### config.mk
export PLATFORM = sky130hd
export DESIGN_NAME = pm_boot_loader_ctrl_flat
export DESIGN_NICKNAME = d
export VERILOG_FILES = /design/src/rtl/pm_boot_loader_ctrl_if.sv /design/src/rtl/pm_boot_loader_ctrl.sv /design/src/flat_wrapper.sv
export SDC_FILE = /design/constraint.sdc
export NUM_CORES = 1
export LEC_CHECK = 0
export BUFFER_PORTS_ARGS = -buffer_cell sky130_fd_sc_hd__buf_2
export CAP_MARGIN = 20
export CELL_PAD_IN_SITES_DETAIL_PLACEMENT = 1
export CELL_PAD_IN_SITES_GLOBAL_PLACEMENT = 2
export CORE_ASPECT_RATIO = 1.2
export CORE_UTILIZATION = 35
export CTS_CLUSTER_DIAMETER = 30
export DETAILED_ROUTE_END_ITERATION = 12
export MAX_ROUTING_LAYER = met4
export PLACE_DENSITY = 0.74
export SYNTH_ARGS = -nofsm -noshare
export SYNTH_HDL_FRONTEND = slang
export SYNTH_SLANG_ARGS = --single-unit
### constraint.sdc
create_clock -name clk -period 2.1 [get_ports clk]
set_input_delay 0.315 -clock clk [delete_from_list [all_inputs] [get_ports clk]]
set_output_delay 0.315 -clock clk [all_outputs]
set_load 0.05 [all_outputs]
### src/rtl/pm_boot_loader_ctrl_if.sv
// Pin-side and program-memory-side signal bundle of the boot loader.
interface pm_boot_loader_ctrl_if #(
    parameter int unsigned DATA_WIDTH = 32,
    parameter int unsigned ADD_WIDTH  = 7,
    parameter int unsigned WIDTH      = 8
);
    logic                  load_en;
    logic                  byte_stb;
    logic [WIDTH-1:0]      byte_in;
    logic                  pm_wr_en;
    logic [ADD_WIDTH-1:0]  pm_addr;
    logic [DATA_WIDTH-1:0] pm_wdata;
    logic                  cpu_rst_n;
    logic                  busy;
    logic [ADD_WIDTH:0]    word_count;
    logic                  overflow;

    // Host / environment view: drives the pins, observes memory and CPU side.
    modport master (
        output load_en, byte_stb, byte_in,
        input  pm_wr_en, pm_addr, pm_wdata, cpu_rst_n, busy, word_count, overflow
    );

    // Loader view.
    modport slave (
        input  load_en, byte_stb, byte_in,
        output pm_wr_en, pm_addr, pm_wdata, cpu_rst_n, busy, word_count, overflow
    );
endinterface

### src/rtl/pm_boot_loader_ctrl.sv
// Boot/load sequencer: assembles pin bytes into instruction words, writes them
// to program memory and holds the CPU in reset while loading.
module pm_boot_loader_ctrl #(
    parameter int unsigned DATA_WIDTH = 32,
    parameter int unsigned ADD_WIDTH  = 7,
    parameter int unsigned WIDTH      = 8,
    parameter int unsigned RST_HOLD   = 4
) (
    input  logic                 clk,
    input  logic                 rst_n,
    pm_boot_loader_ctrl_if.slave bus
);
    localparam int unsigned LANES  = DATA_WIDTH / WIDTH;
    localparam int unsigned LANE_W = (LANES > 1) ? $clog2(LANES) : 1;
    localparam int unsigned CNT_W  = $clog2(RST_HOLD + 1);
    localparam logic [ADD_WIDTH:0] WC_FULL = {1'b1, {ADD_WIDTH{1'b0}}};

    typedef enum logic [1:0] {
        ST_HOLD = 2'd0,
        ST_RUN  = 2'd1,
        ST_LOAD = 2'd2
    } state_t;

    state_t                state_q;
    logic [CNT_W-1:0]      hold_cnt_q;
    logic [LANE_W-1:0]     lane_q;
    logic [DATA_WIDTH-1:0] word_q;
    logic                  pm_wr_en_q;
    logic [ADD_WIDTH-1:0]  pm_addr_q;
    logic [DATA_WIDTH-1:0] pm_wdata_q;
    logic                  cpu_rst_n_q;
    logic                  busy_q;
    logic [ADD_WIDTH:0]    word_count_q;
    logic                  overflow_q;

    logic ld_s1_q, ld_s2_q, ld_d_q;
    logic stb_s1_q, stb_s2_q, stb_d_q;

    logic                  ld_rise_c;
    logic                  ld_fall_c;
    logic                  stb_rise_c;
    logic [DATA_WIDTH-1:0] word_next_c;

    assign ld_rise_c  = ld_s2_q & ~ld_d_q;
    assign ld_fall_c  = ~ld_s2_q & ld_d_q;
    assign stb_rise_c = stb_s2_q & ~stb_d_q;

    // Current word with the incoming byte merged into the active lane (LSB first).
    always_comb begin
        word_next_c = word_q;
        for (int unsigned i = 0; i < LANES; i++) begin
            if (lane_q == LANE_W'(i)) begin
                word_next_c[i*WIDTH +: WIDTH] = bus.byte_in;
            end
        end
    end

    // Synchronizers, HOLD/RUN/LOAD sequencing and all registered outputs.
    always_ff @(posedge clk or negedge rst_n) begin
        if (!rst_n) begin
            ld_s1_q      <= 1'b0;
            ld_s2_q      <= 1'b0;
            ld_d_q       <= 1'b0;
            stb_s1_q     <= 1'b0;
            stb_s2_q     <= 1'b0;
            stb_d_q      <= 1'b0;
            state_q      <= ST_HOLD;
            hold_cnt_q   <= CNT_W'(RST_HOLD);
            lane_q       <= '0;
            word_q       <= '0;
            pm_wr_en_q   <= 1'b0;
            pm_addr_q    <= '0;
            pm_wdata_q   <= '0;
            cpu_rst_n_q  <= 1'b0;
            busy_q       <= 1'b0;
            word_count_q <= '0;
            overflow_q   <= 1'b0;
        end else begin
            ld_s1_q  <= bus.load_en;
            ld_s2_q  <= ld_s1_q;
            ld_d_q   <= ld_s2_q;
            stb_s1_q <= bus.byte_stb;
            stb_s2_q <= stb_s1_q;
            stb_d_q  <= stb_s2_q;

            pm_wr_en_q <= 1'b0;
            // Address and count advance only after the pulse has presented them.
            if (pm_wr_en_q) begin
                pm_addr_q    <= pm_addr_q + ADD_WIDTH'(1);
                word_count_q <= word_count_q + (ADD_WIDTH + 1)'(1);
            end

            unique case (state_q)
                ST_HOLD: begin
                    if (ld_rise_c) begin
                        state_q      <= ST_LOAD;
                        pm_addr_q    <= '0;
                        lane_q       <= '0;
                        word_count_q <= '0;
                        overflow_q   <= 1'b0;
                        busy_q       <= 1'b1;
                        cpu_rst_n_q  <= 1'b0;
                    end else if (hold_cnt_q <= CNT_W'(1)) begin
                        state_q     <= ST_RUN;
                        hold_cnt_q  <= '0;
                        cpu_rst_n_q <= 1'b1;
                    end else begin
                        hold_cnt_q <= hold_cnt_q - CNT_W'(1);
                    end
                end
                ST_RUN: begin
                    if (ld_rise_c) begin
                        state_q      <= ST_LOAD;
                        pm_addr_q    <= '0;
                        lane_q       <= '0;
                        word_count_q <= '0;
                        overflow_q   <= 1'b0;
                        busy_q       <= 1'b1;
                        cpu_rst_n_q  <= 1'b0;
                    end
                end
                ST_LOAD: begin
                    if (ld_fall_c) begin
                        // Exit wins over a coincident byte; partial word dropped.
                        state_q    <= ST_HOLD;
                        hold_cnt_q <= CNT_W'(RST_HOLD);
                        busy_q     <= 1'b0;
                        lane_q     <= '0;
                    end else if (stb_rise_c) begin
                        word_q <= word_next_c;
                        if (lane_q == LANE_W'(LANES - 1)) begin
                            lane_q <= '0;
                            if (word_count_q < WC_FULL) begin
                                pm_wr_en_q <= 1'b1;
                                pm_wdata_q <= word_next_c;
                            end else begin
                                overflow_q <= 1'b1;
                            end
                        end else begin
                            lane_q <= lane_q + LANE_W'(1);
                        end
                    end
                end
                default: begin
                    state_q <= ST_HOLD;
                end
            endcase
        end
    end

    assign bus.pm_wr_en   = pm_wr_en_q;
    assign bus.pm_addr    = pm_addr_q;
    assign bus.pm_wdata   = pm_wdata_q;
    assign bus.cpu_rst_n  = cpu_rst_n_q;
    assign bus.busy       = busy_q;
    assign bus.word_count = word_count_q;
    assign bus.overflow   = overflow_q;
endmodule
### src/flat_wrapper.sv
// flat-port wrapper written by rule: the top's interface ports become plain ports
module pm_boot_loader_ctrl_flat 
#(
    parameter int unsigned DATA_WIDTH = 32,
    parameter int unsigned ADD_WIDTH  = 7,
    parameter int unsigned WIDTH      = 8,
    parameter int unsigned RST_HOLD   = 4
)
  (clk, rst_n, bus_load_en, bus_byte_stb, bus_byte_in, bus_pm_wr_en, bus_pm_addr, bus_pm_wdata, bus_cpu_rst_n, bus_busy, bus_word_count, bus_overflow);
  pm_boot_loader_ctrl_if #(.DATA_WIDTH(DATA_WIDTH), .ADD_WIDTH(ADD_WIDTH), .WIDTH(WIDTH)) bus_i ();
  input  logic clk;
  input  logic rst_n;
  input wire logic [$bits(bus_i.load_en)-1:0] bus_load_en;
  input wire logic [$bits(bus_i.byte_stb)-1:0] bus_byte_stb;
  input wire logic [$bits(bus_i.byte_in)-1:0] bus_byte_in;
  output wire logic [$bits(bus_i.pm_wr_en)-1:0] bus_pm_wr_en;
  output wire logic [$bits(bus_i.pm_addr)-1:0] bus_pm_addr;
  output wire logic [$bits(bus_i.pm_wdata)-1:0] bus_pm_wdata;
  output wire logic [$bits(bus_i.cpu_rst_n)-1:0] bus_cpu_rst_n;
  output wire logic [$bits(bus_i.busy)-1:0] bus_busy;
  output wire logic [$bits(bus_i.word_count)-1:0] bus_word_count;
  output wire logic [$bits(bus_i.overflow)-1:0] bus_overflow;
  assign bus_i.load_en = bus_load_en;
  assign bus_i.byte_stb = bus_byte_stb;
  assign bus_i.byte_in = bus_byte_in;
  assign bus_pm_wr_en = bus_i.pm_wr_en;
  assign bus_pm_addr = bus_i.pm_addr;
  assign bus_pm_wdata = bus_i.pm_wdata;
  assign bus_cpu_rst_n = bus_i.cpu_rst_n;
  assign bus_busy = bus_i.busy;
  assign bus_word_count = bus_i.word_count;
  assign bus_overflow = bus_i.overflow;
  pm_boot_loader_ctrl #(.DATA_WIDTH(DATA_WIDTH), .ADD_WIDTH(ADD_WIDTH), .WIDTH(WIDTH), .RST_HOLD(RST_HOLD)) u_core (.clk(clk), .rst_n(rst_n), .bus(bus_i));
endmodule
==> results of run 1 <==
synthesized netlist by cell type (4+ instances only):
cell	instances	area share (%)
nor3_1	4	0.53
mux2_4	8	3.2
xor2_1	6	1.4
o21ai_0	9	1.2
o21ai_1	24	3.2
xnor2_1	4	0.93
nand2b_1	4	0.66
inv_1	8	0.79
nand4_1	4	0.66
a21oi_1	7	0.93
mux2i_1	27	7.1
dfrtp_1	87	58
nand2_1	32	3.2
nor2_1	21	2.1
ha_1	8	2.6
nand3_1	4	0.53
mux2_2	24	7.1
sequential cells by signal, indices dropped and copies added, names as in the netlist, 2 cells and up:
name and count:
u_core.word_q 24, u_core.state_q 2, u_core.bus.word_count 8, u_core.lane_q 2, u_core.bus.pm_addr 7, u_core.bus.pm_wdata 32
u_core.hold_cnt_q 3
metal layers:
layer / GRT usage, % / vias to the layer above / wire length (um)
met5: - / - / 0
met4: 5.970 / 0 / 99
met3: 4.463 / 8 / 240
met2: 23.71 / 43 / 3662
met1: 19.56 / 1245 / 3814
li1: - / 1213 / -
final timing paths:
| check | end | cells past startpoint | start |
|---|---|---|---|
| worst max-delay path | u_core.bus.pm_wdata[4] | 6 | u_core.lane_q[0] |
| worst min-delay path | u_core.bus.pm_addr[3] | 2 | rst_n |
| worst max register to register | u_core.bus.pm_wdata[4] | 6 | u_core.lane_q[0] |
| worst min register to register | u_core.stb_s2_q | 0 | u_core.stb_s1_q |
| max in group asynchronous | u_core.bus.word_count[1] | 2 | rst_n |
| min in group clk | u_core.ld_s1_q | 1 | bus_load_en |
where the power goes:
part / total [W] / internal, W / switching (W) / leakage [nW]
Clock: 0.00162 / 0.000982 / 0.000637 / 0.148
Combinational: 0.00117 / 0.000505 / 0.000664 / 1.04
Sequential: 0.00215 / 0.00198 / 0.000173 / 1.00
Total: 0.00494 / 0.00347 / 0.00147 / 2.19
worst reg2reg max path: stages, from the launching register on:
cell	delay, ns
dfrtp_1	0.42
ha_1	0.23
nand2b_1	0.07
or4_4	0.68
buf_4	0.31
nand2_1	0.08
o21ai_1	0.07
stage by stage:
step                      utilization [%]  instance area [sq um]  setup WS, ns  hold WS [ns]  instances
final                               43.40                   4564        0.1314     -0.009130        515
after global routing                43.40                   4564       0.02288       0.03274        515
after CTS                           43.40                   4564        0.1232       0.03296        515
after detailed placement            40.48                   4257        0.1566        0.3411        499
after global placement              40.48                   4257        0.2212        0.3426        499
after floorplan                         -                   3780        0.2971       0.01941        311
area by class of cell:
class,instances,area (sq um)
tap,129,161.4
multi-input combinational,203,1469
clock buffer,11,252.7
inverter,8,30.03
fill,1130,5952
sequential,88,2203
timing repair buffer,71,392.9
clock inverter,5,55.05
cell families (layout without fill, tap and decap cells):
logic type               count (synthesis)  count (layout)  synth area share [%]
multiplexers                            59              59                 17.48
XOR/XNOR                                10              10                 2.317
buffers and inverters                   20              95                 2.847
flip-flops                              88              88                 58.29
AO/OA/AOI/OAI                           45              45                 6.356
AND/OR/NAND/NOR                         81              81                 10.06
adder cells (fa/ha/maj)                  8               8                 2.648
==> out/qor.csv, run 1 <==
stage,metric,value,unit
placement,dpl.hpwl,5409,um
setup_path,path_cells,"ha_1, nand2b_1, or4_4, buf_4, nand2_1, o21ai_1",
grt,grt_max_degree,89,
layout,layout_common_cells,"dfrtp_1 (87), buf_2 (61), nand2_1 (32)",
synth,synth.avg_cell_area,12.15,sq um
grt,grt-ovfl-total,0,
power_and_ir_drop,p_leak,2.187,nW
cts,cts_buffer_depth,2,
synth,synth_edf_count,0,
setup_path,crit_path_start_kind,flip-flop,
layout,final_nets,401,
sta,slew_violations,0,
sta,skew,0.006922,ns
die,ios,63,
cts,cts_sinks,88,
cts,postCtsSetupBuffers,0,
die,die_x,96.87,um
route,vias_per_cell,4.872,
layout,antenna_cells,0,
synth,yosys_most_used_dff,dfrtp_1,
setup_path,required,2.31,ns
synth,seq_area_frac_synth,58.29,%
die,fp.dieH,115.8,um
power_and_ir_drop,p_per_area,1083,nW/um^2
sta,timing.fmax,508.0,MHz
route,routed_wl,7816,um
sta,period_share,93.74,%
placement,io_buffers,62,
sta,worst_slew_pin_slew,0.5170,ns
power_and_ir_drop,ir_drop,0.3926,mV
setup_path,path_class,flip-flop to flip-flop,
power_and_ir_drop,p_total,0.004943,W
sta,hold_viol,2,
outcome,outcome,"finished, violations left",
sta,relSlewSlack,65.35,%
cts,cts_resized,0,
route,drt_pass1_iterations,4,
setup_path,critPathMaxFanout,42,
setup_path,cp_num_buf_inv,1,
cts,worstSkewPairLatency,0.33,ns
synth,yosys_warnings,0,
placement,gp_congestion,0.7443,
synth,synth_fp_nets,331,
die,design.core.area,10520,sq um
setup_path,critPathMaxStageDelay,0.68,ns
synth,synth.distinct_cells,34,
grt,grt_use_total,15.51,%
setup_path,r2r_setup_slack,0.13,ns
grt,grt_pass1_wl,13100,um
synth,syn_inst,311,
die,start_util,35.94,%
sta,rsz0062_at_grt,no,
hold_path,hold_path.class,input pin to async pin,
grt,grt_pass1_vias,2592,
route,wire_per_inst,15.18,um
layout,synthToLayoutAreaGrowth,20.75,%
synth,ys_seq_elements,88,
flow_run,maxCapViolCount,0,
setup_path,endpoint_kind,flip-flop,
setup_path,cp_top_family,simple AND/OR/NAND/NOR gates,
die,dieArea,11220,sq um
outcome,violations,hold timing,
route,num_vias,2509,
cts,clk_pin_slew,0.06,ns
route,drt.antenna.violating_nets,0,
route,drtIter0Drc,104,
cts,h-tree-depth,3,
setup_path,slowest_stage,or4_4,
die,rows,41,
cts,root_buffer,clkbuf_16,
sta,setup_viol,0,
synth,async_flop_share,100.0,%
grt,antenna_found_initial,0,
sta,whs,-0.009130,ns
route,route.detailed.drc,0,
synth,syn_area,3780,sq um
cts,cts_tree,done,
sta,fin_crit,1.969,ns
setup_path,arrival,2.18,ns
sta,setup_tns,0,ns
cts,cts_inserted_buffers,9,
layout,layout_commonest_cell,dfrtp_1,
layout,layout-drive-gt1-share,32.90,%
cts,holdBufCountCts,0,
Note: power is estimated with default switching activity, not from simulation.
==> inputs of run 2 (changes only) <==
Settings changed: CORE_UTILIZATION 35 to 37, CTS_CLUSTER_DIAMETER 30 to 150, PLACE_DENSITY 0.74 to 0.78.
==> out/qor.csv, run 2 (synthesis gave the netlist of run 1 again) <==
stage,metric,value,unit,change
layout,largest_register_ffs,32,,unchanged
sta,skew,0.005987,ns,-0.0009344 ns
placement,io_buffers,62,,unchanged
die,rows,40,,-2.4%
setup_path,arrival,2.16,ns,-0.02 ns
die,design.core.area,9960,sq um,-5.3%
cts,cts_sinks,88,,unchanged
sta,rsz0062_at_grt,no,,
die,die_x,94.27,um,-2.7%
sta,relSlewSlack,65.36,%,about the same
layout,layout-drive-gt1-share,31.61,%,-1.3 points
sta,slew_violations,0,,unchanged
route,drt.antenna.violating_nets,0,,unchanged
setup_path,path_class,flip-flop to flip-flop,,
route,drtIter0Drc,85,,-18%
setup_path,crit_path_start_kind,flip-flop,,
layout,regArea,2203,sq um,unchanged
flow_run,maxCapViolCount,0,,unchanged
route,routed_wl,7857,um,+0.52%
setup_path,critPathMaxFanout,42,,unchanged
placement,dpl.hpwl,5553,um,+2.7%
route,wire_per_inst,15.35,um,+1.1%
grt,grt-ovfl-total,0,,unchanged
sta,worst_slew_pin_slew,0.5196,ns,+0.002618 ns
power_and_ir_drop,ir_drop,0.4937,mV,+26%
layout,synthToLayoutAreaGrowth,20.13,%,
grt,grt_pass1_vias,2680,,+3.4%
cts,worstSkewPairLatency,0.33,ns,about the same
die,dieArea,10630,sq um,-5.3%
setup_path,r2r_setup_slack,0.16,ns,+0.03 ns
layout,layout_common_cells,"dfrtp_1 (87), buf_2 (61), nand2_1 (32)",,
die,start_util,37.95,%,+2.0 points
cts,cts_buffer_depth,2,,unchanged
route,route.detailed.drc,0,,unchanged
cts,postCtsSetupBuffers,0,,unchanged
route,num_vias,2521,,+0.48%
grt,grt_use_total,17.30,%,+1.8 points
grt,grt_max_degree,46,,-48%
cts,clk_pin_slew,0.06,ns,about the same
sta,fin_crit,1.943,ns,-0.02594 ns
setup_path,endpoint_kind,flip-flop,,
cts,h-tree-depth,3,,unchanged
layout,finalNonFillerCells,512,,-0.58%
layout,antenna_cells,0,,unchanged
die,fp.dieH,112.7,um,-2.7%
layout,layout_commonest_cell,dfrtp_1,,
power_and_ir_drop,p_leak,2.179,nW,-0.39%
power_and_ir_drop,p_per_area,1063,nW/um^2,-1.8%
cts,cts_inserted_buffers,9,,unchanged
sta,hold_viol,0,,-2
cts,cts_tree,done,,
sta,setup_tns,0,ns,unchanged
layout,multiInputGateArea,1469,sq um,unchanged
grt,antenna_found_initial,0,,unchanged
outcome,outcome,"finished, final reports clean",,
placement,gp_congestion,0.7411,,-0.43%
sta,setup_viol,0,,unchanged
hold_path,hold_path.class,input pin to flip-flop,,
grt,grt_pass1_wl,13570,um,+3.6%
layout,final_nets,403,,+0.50%
layout,fill_cells,1114,,-1.4%
placement,postPlaceCellArea,4260,sq um,about the same
route,vias_per_cell,4.924,,+1.1%
sta,timing.fmax,514.8,MHz,+1.3%
layout,final_cell_area,4541,sq um,-0.52%
sta,period_share,92.51,%,-1.2 points
setup_path,required,2.31,ns,about the same
die,ios,63,,unchanged
cts,root_buffer,clkbuf_16,,
placement,dpl.cell_count,497,,-0.40%
route,drt_pass1_iterations,4,,unchanged
[run 2: metrics by stage]
step	setup slack (ns)	utilization [%]	total power (W)	hold slack (ns)
global route	0.004446	45.59	0.005114	0.08746
CTS	0.1553	45.59	0.004911	0.07823
finish	0.1573	45.59	0.004829	0.09185
detailed placement	0.1739	42.78	0.003382	0.2434
global placement	0.2173	42.78	0.003329	0.2391
floorplan	0.2971	-	0.003035	0.01941
[run 2: worst paths after layout]
check | start | endpoint | cells past startpoint
hold reg to reg | u_core.stb_s1_q | u_core.stb_s2_q | 0
min in group asynchronous | rst_n | u_core.bus.pm_addr[3] | 2
setup / recovery | u_core.lane_q[0] | u_core.bus.pm_wdata[13] | 6
hold / removal | bus_load_en | u_core.ld_s1_q | 1
setup reg to reg | u_core.lane_q[0] | u_core.bus.pm_wdata[13] | 6
max in group asynchronous | rst_n | u_core.state_q[1] | 3
[run 2: final cells by class]
type                    instances  area share [%]
flip-flops and latches         88           48.53
multi-input cells             203           32.35
repair buffers                 73           9.038
clock buffers                  13           5.291
well taps                     126           3.472
clock inverters                 1          0.6613
inverters                       8          0.6613
[run 2: timing repair]
action                                 4_1_cts  5_1_grt
hold buffers                                 1        0
gates resized for setup                      0        0
endpoints found under the hold margin       21        0
[run 2: worst max-delay path, cell delays in order, from the launching register on]
cell	delay [ns]
dfrtp_1	0.41
ha_1	0.22
nand2b_1	0.07
or4_4	0.68
buf_4	0.30
nand2_1	0.08
o21ai_1	0.06
[run 2: layer usage]
layer | vias up | GRT usage [%] | share of wire [%]
li1 | 1202 | - | -
met1 | 1268 | 22.16 | 46
met2 | 43 | 27.00 | 49
met3 | 8 | 2.487 | 2.8
met4 | 0 | 8.000 | 2.0
met5 | - | - | 0
[run 2: power by group]
part           leakage, nW  internal, W  switching [W]
sequential            1.00      0.00198       0.000184
combinational         1.05     0.000502       0.000663
clock                0.130     0.000910       0.000587
total                 2.18      0.00339        0.00143
==> inputs of run 3 (changes only) <==
Settings changed: CELL_PAD_IN_SITES_DETAIL_PLACEMENT 1 to 0, CELL_PAD_IN_SITES_GLOBAL_PLACEMENT 2 to 1, CORE_UTILIZATION 37 to 44, PLACE_DENSITY 0.78 to 0.77.
==> out/qor.csv, run 3 (synthesis gave the netlist of run 1 again) <==
stage,metric,value,unit,change
outcome,outcome,"finished, final reports clean",,
route,wl_met1,3419,um,-5.5%
sta,setup_viol,0,,unchanged
layout,layout_commonest_cell,dfrtp_1,,
layout,antenna_cells,0,,unchanged
route,drt_pass1_iterations,4,,unchanged
placement,dpl.hpwl,5091,um,-8.3%
die,dieArea,8967,sq um,-16%
power_and_ir_drop,ir_drop,0.5820,mV,+18%
cts,clk_pin_slew,0.09,ns,+0.03 ns
cts,holdBufCountCts,1,,unchanged
cts,postCtsSetupBuffers,0,,unchanged
cts,cts_tree,done,,
cts,h-tree-depth,3,,unchanged
cts,cts_sinks,88,,unchanged
layout,layout-drive-gt1-share,33.16,%,+1.6 points
setup_path,crit_path_start_kind,flip-flop,,
hold_path,hold_path.class,input pin to flip-flop,,
route,drt.antenna.violating_nets,0,,unchanged
power_and_ir_drop,p_per_area,1017,nW/um^2,-4.4%
route,vias_per_cell,4.958,,+0.70%
layout,layout_common_cells,"dfrtp_1 (87), buf_2 (61), nand2_1 (32)",,
grt,grt_pass1_vias,2523,,-5.9%
die,design.core.area,8243,sq um,-17%
layout,synthToLayoutAreaGrowth,18.44,%,
die,die_x,86.61,um,-8.1%
layout,fill_cells,723,,-35%
placement,io_buffers,62,,unchanged
sta,rsz0062_at_grt,no,,
cts,cts_buffer_depth,2,,unchanged
die,rows,36,,-10%
grt,antenna_found_initial,0,,unchanged
sta,hold_viol,0,,unchanged
sta,skew,0.01106,ns,+0.005069 ns
sta,whs,0.06885,ns,-0.02300 ns
cts,cts_resized,0,,unchanged
route,drtIter0Drc,81,,-4.7%
sta,relSlewSlack,61.72,%,-3.6 points
layout,final_nets,404,,+0.25%
route,highest_layer,met4,,
setup_path,endpoint_kind,flip-flop,,
route,num_vias,2494,,-1.1%
setup_path,path_class,flip-flop to flip-flop,,
setup_path,required,2.34,ns,+0.03 ns
route,routed_wl,7289,um,-7.2%
sta,fin_crit,1.911,ns,-0.03146 ns
route,met3WireLength,251,um,+13%
sta,worst_slew_pin_slew,0.5742,ns,+0.05459 ns
cts,worstSkewPairLatency,0.35,ns,+0.02 ns
grt,grt_use_total,18.40,%,+1.1 points
cts,root_buffer,clkbuf_8,,
sta,timing.fmax,523.2,MHz,+1.6%
grt,grt_pass1_wl,12500,um,-7.9%
setup_path,arrival,2.15,ns,about the same
placement,dp_slack,0.1647,ns,-0.009196 ns
grt,grt-ovfl-total,0,,unchanged
route,route.detailed.drc,0,,unchanged
grt,grt_max_degree,44,,-4.3%
route,route.met2.wl,3514,um,-8.9%
setup_path,critPathMaxFanout,43,,+2.4%
power_and_ir_drop,p_leak,2.154,nW,-1.1%
sta,slew_violations,0,,unchanged
flow_run,maxCapViolCount,0,,unchanged
die,ios,63,,unchanged
layout,largest_register_ffs,32,,unchanged
route,wire_per_inst,14.49,um,-5.6%
die,start_util,45.86,%,+7.9 points
sta,period_share,91.01,%,-1.5 points
sta,setup_tns,0,ns,unchanged
placement,gp_congestion,0.7287,,-1.7%
cts,cts_inserted_buffers,9,,unchanged
die,fp.dieH,103.5,um,-8.2%
sta,fin_ws,0.1888,ns,+0.03146 ns
run 3: changes by cell type in the layout (fill, tap and decap cells not counted), moves of 2 or more:
cell	delta
clkbuf_8	+11
clkbuf_16	-9
clkbuf_1	-4
clkinvlp_4	+2
run 3: layer usage:
metal  GRT usage [%]  up-vias
met5               -        -
met4           6.429        0
met3           2.629       10
met2           28.12       48
met1           25.16     1228
li1                -     1208
run 3: critical path, cell delays in order (launching register included):
cell and delay [ns]:
dfrtp_1 0.42, ha_1 0.22, nand2b_1 0.07, or4_4 0.68, buf_4 0.29, nand2_1 0.07, o21ai_1 0.06
run 3: per-stage QoR:
step                std cells  cell area (sq um)  total power, W  utilization, %
detailed placement        486               4253        0.003361           51.59
global route              503               4477        0.004811           54.31
global placement          486               4253        0.003322           51.59
CTS                       503               4477        0.004599           54.31
floorplan                 311               3780        0.003035               -
finish                    503               4477        0.004553           54.31
run 3: worst paths after layout:
check | from | end | slack (ns) | depth (start not counted)
setup / recovery | u_core.lane_q[0] | u_core.bus.pm_wdata[10] | 0.19 | 6
hold / removal | bus_load_en | u_core.ld_s1_q | 0.07 | 1
min in group asynchronous | rst_n | u_core.word_q[8] | 0.51 | 2
setup reg to reg | u_core.lane_q[0] | u_core.bus.pm_wdata[10] | 0.19 | 6
max in group asynchronous | rst_n | u_core.lane_q[0] | 0.99 | 3
hold reg to reg | u_core.ld_s1_q | u_core.ld_s2_q | 0.38 | 0
run 3: final cells by class:
cell class / instances / area, sq um / share of cell area [%]
inverters: 8 / 30.03 / 0.6708
flip-flops and latches: 88 / 2203 / 49.22
clock inverters: 5 / 62.56 / 1.397
repair buffers: 74 / 417.9 / 9.335
clock buffers: 11 / 151.4 / 3.382
well taps: 114 / 142.6 / 3.186
multi-input cells: 203 / 1469 / 32.81
run 3: where the power goes:
group / total, W / switching (W) / internal (W)
Clock: 0.00124 / 0.000616 / 0.000621
Combinational: 0.00117 / 0.000665 / 0.000510
Sequential: 0.00214 / 0.000164 / 0.00198
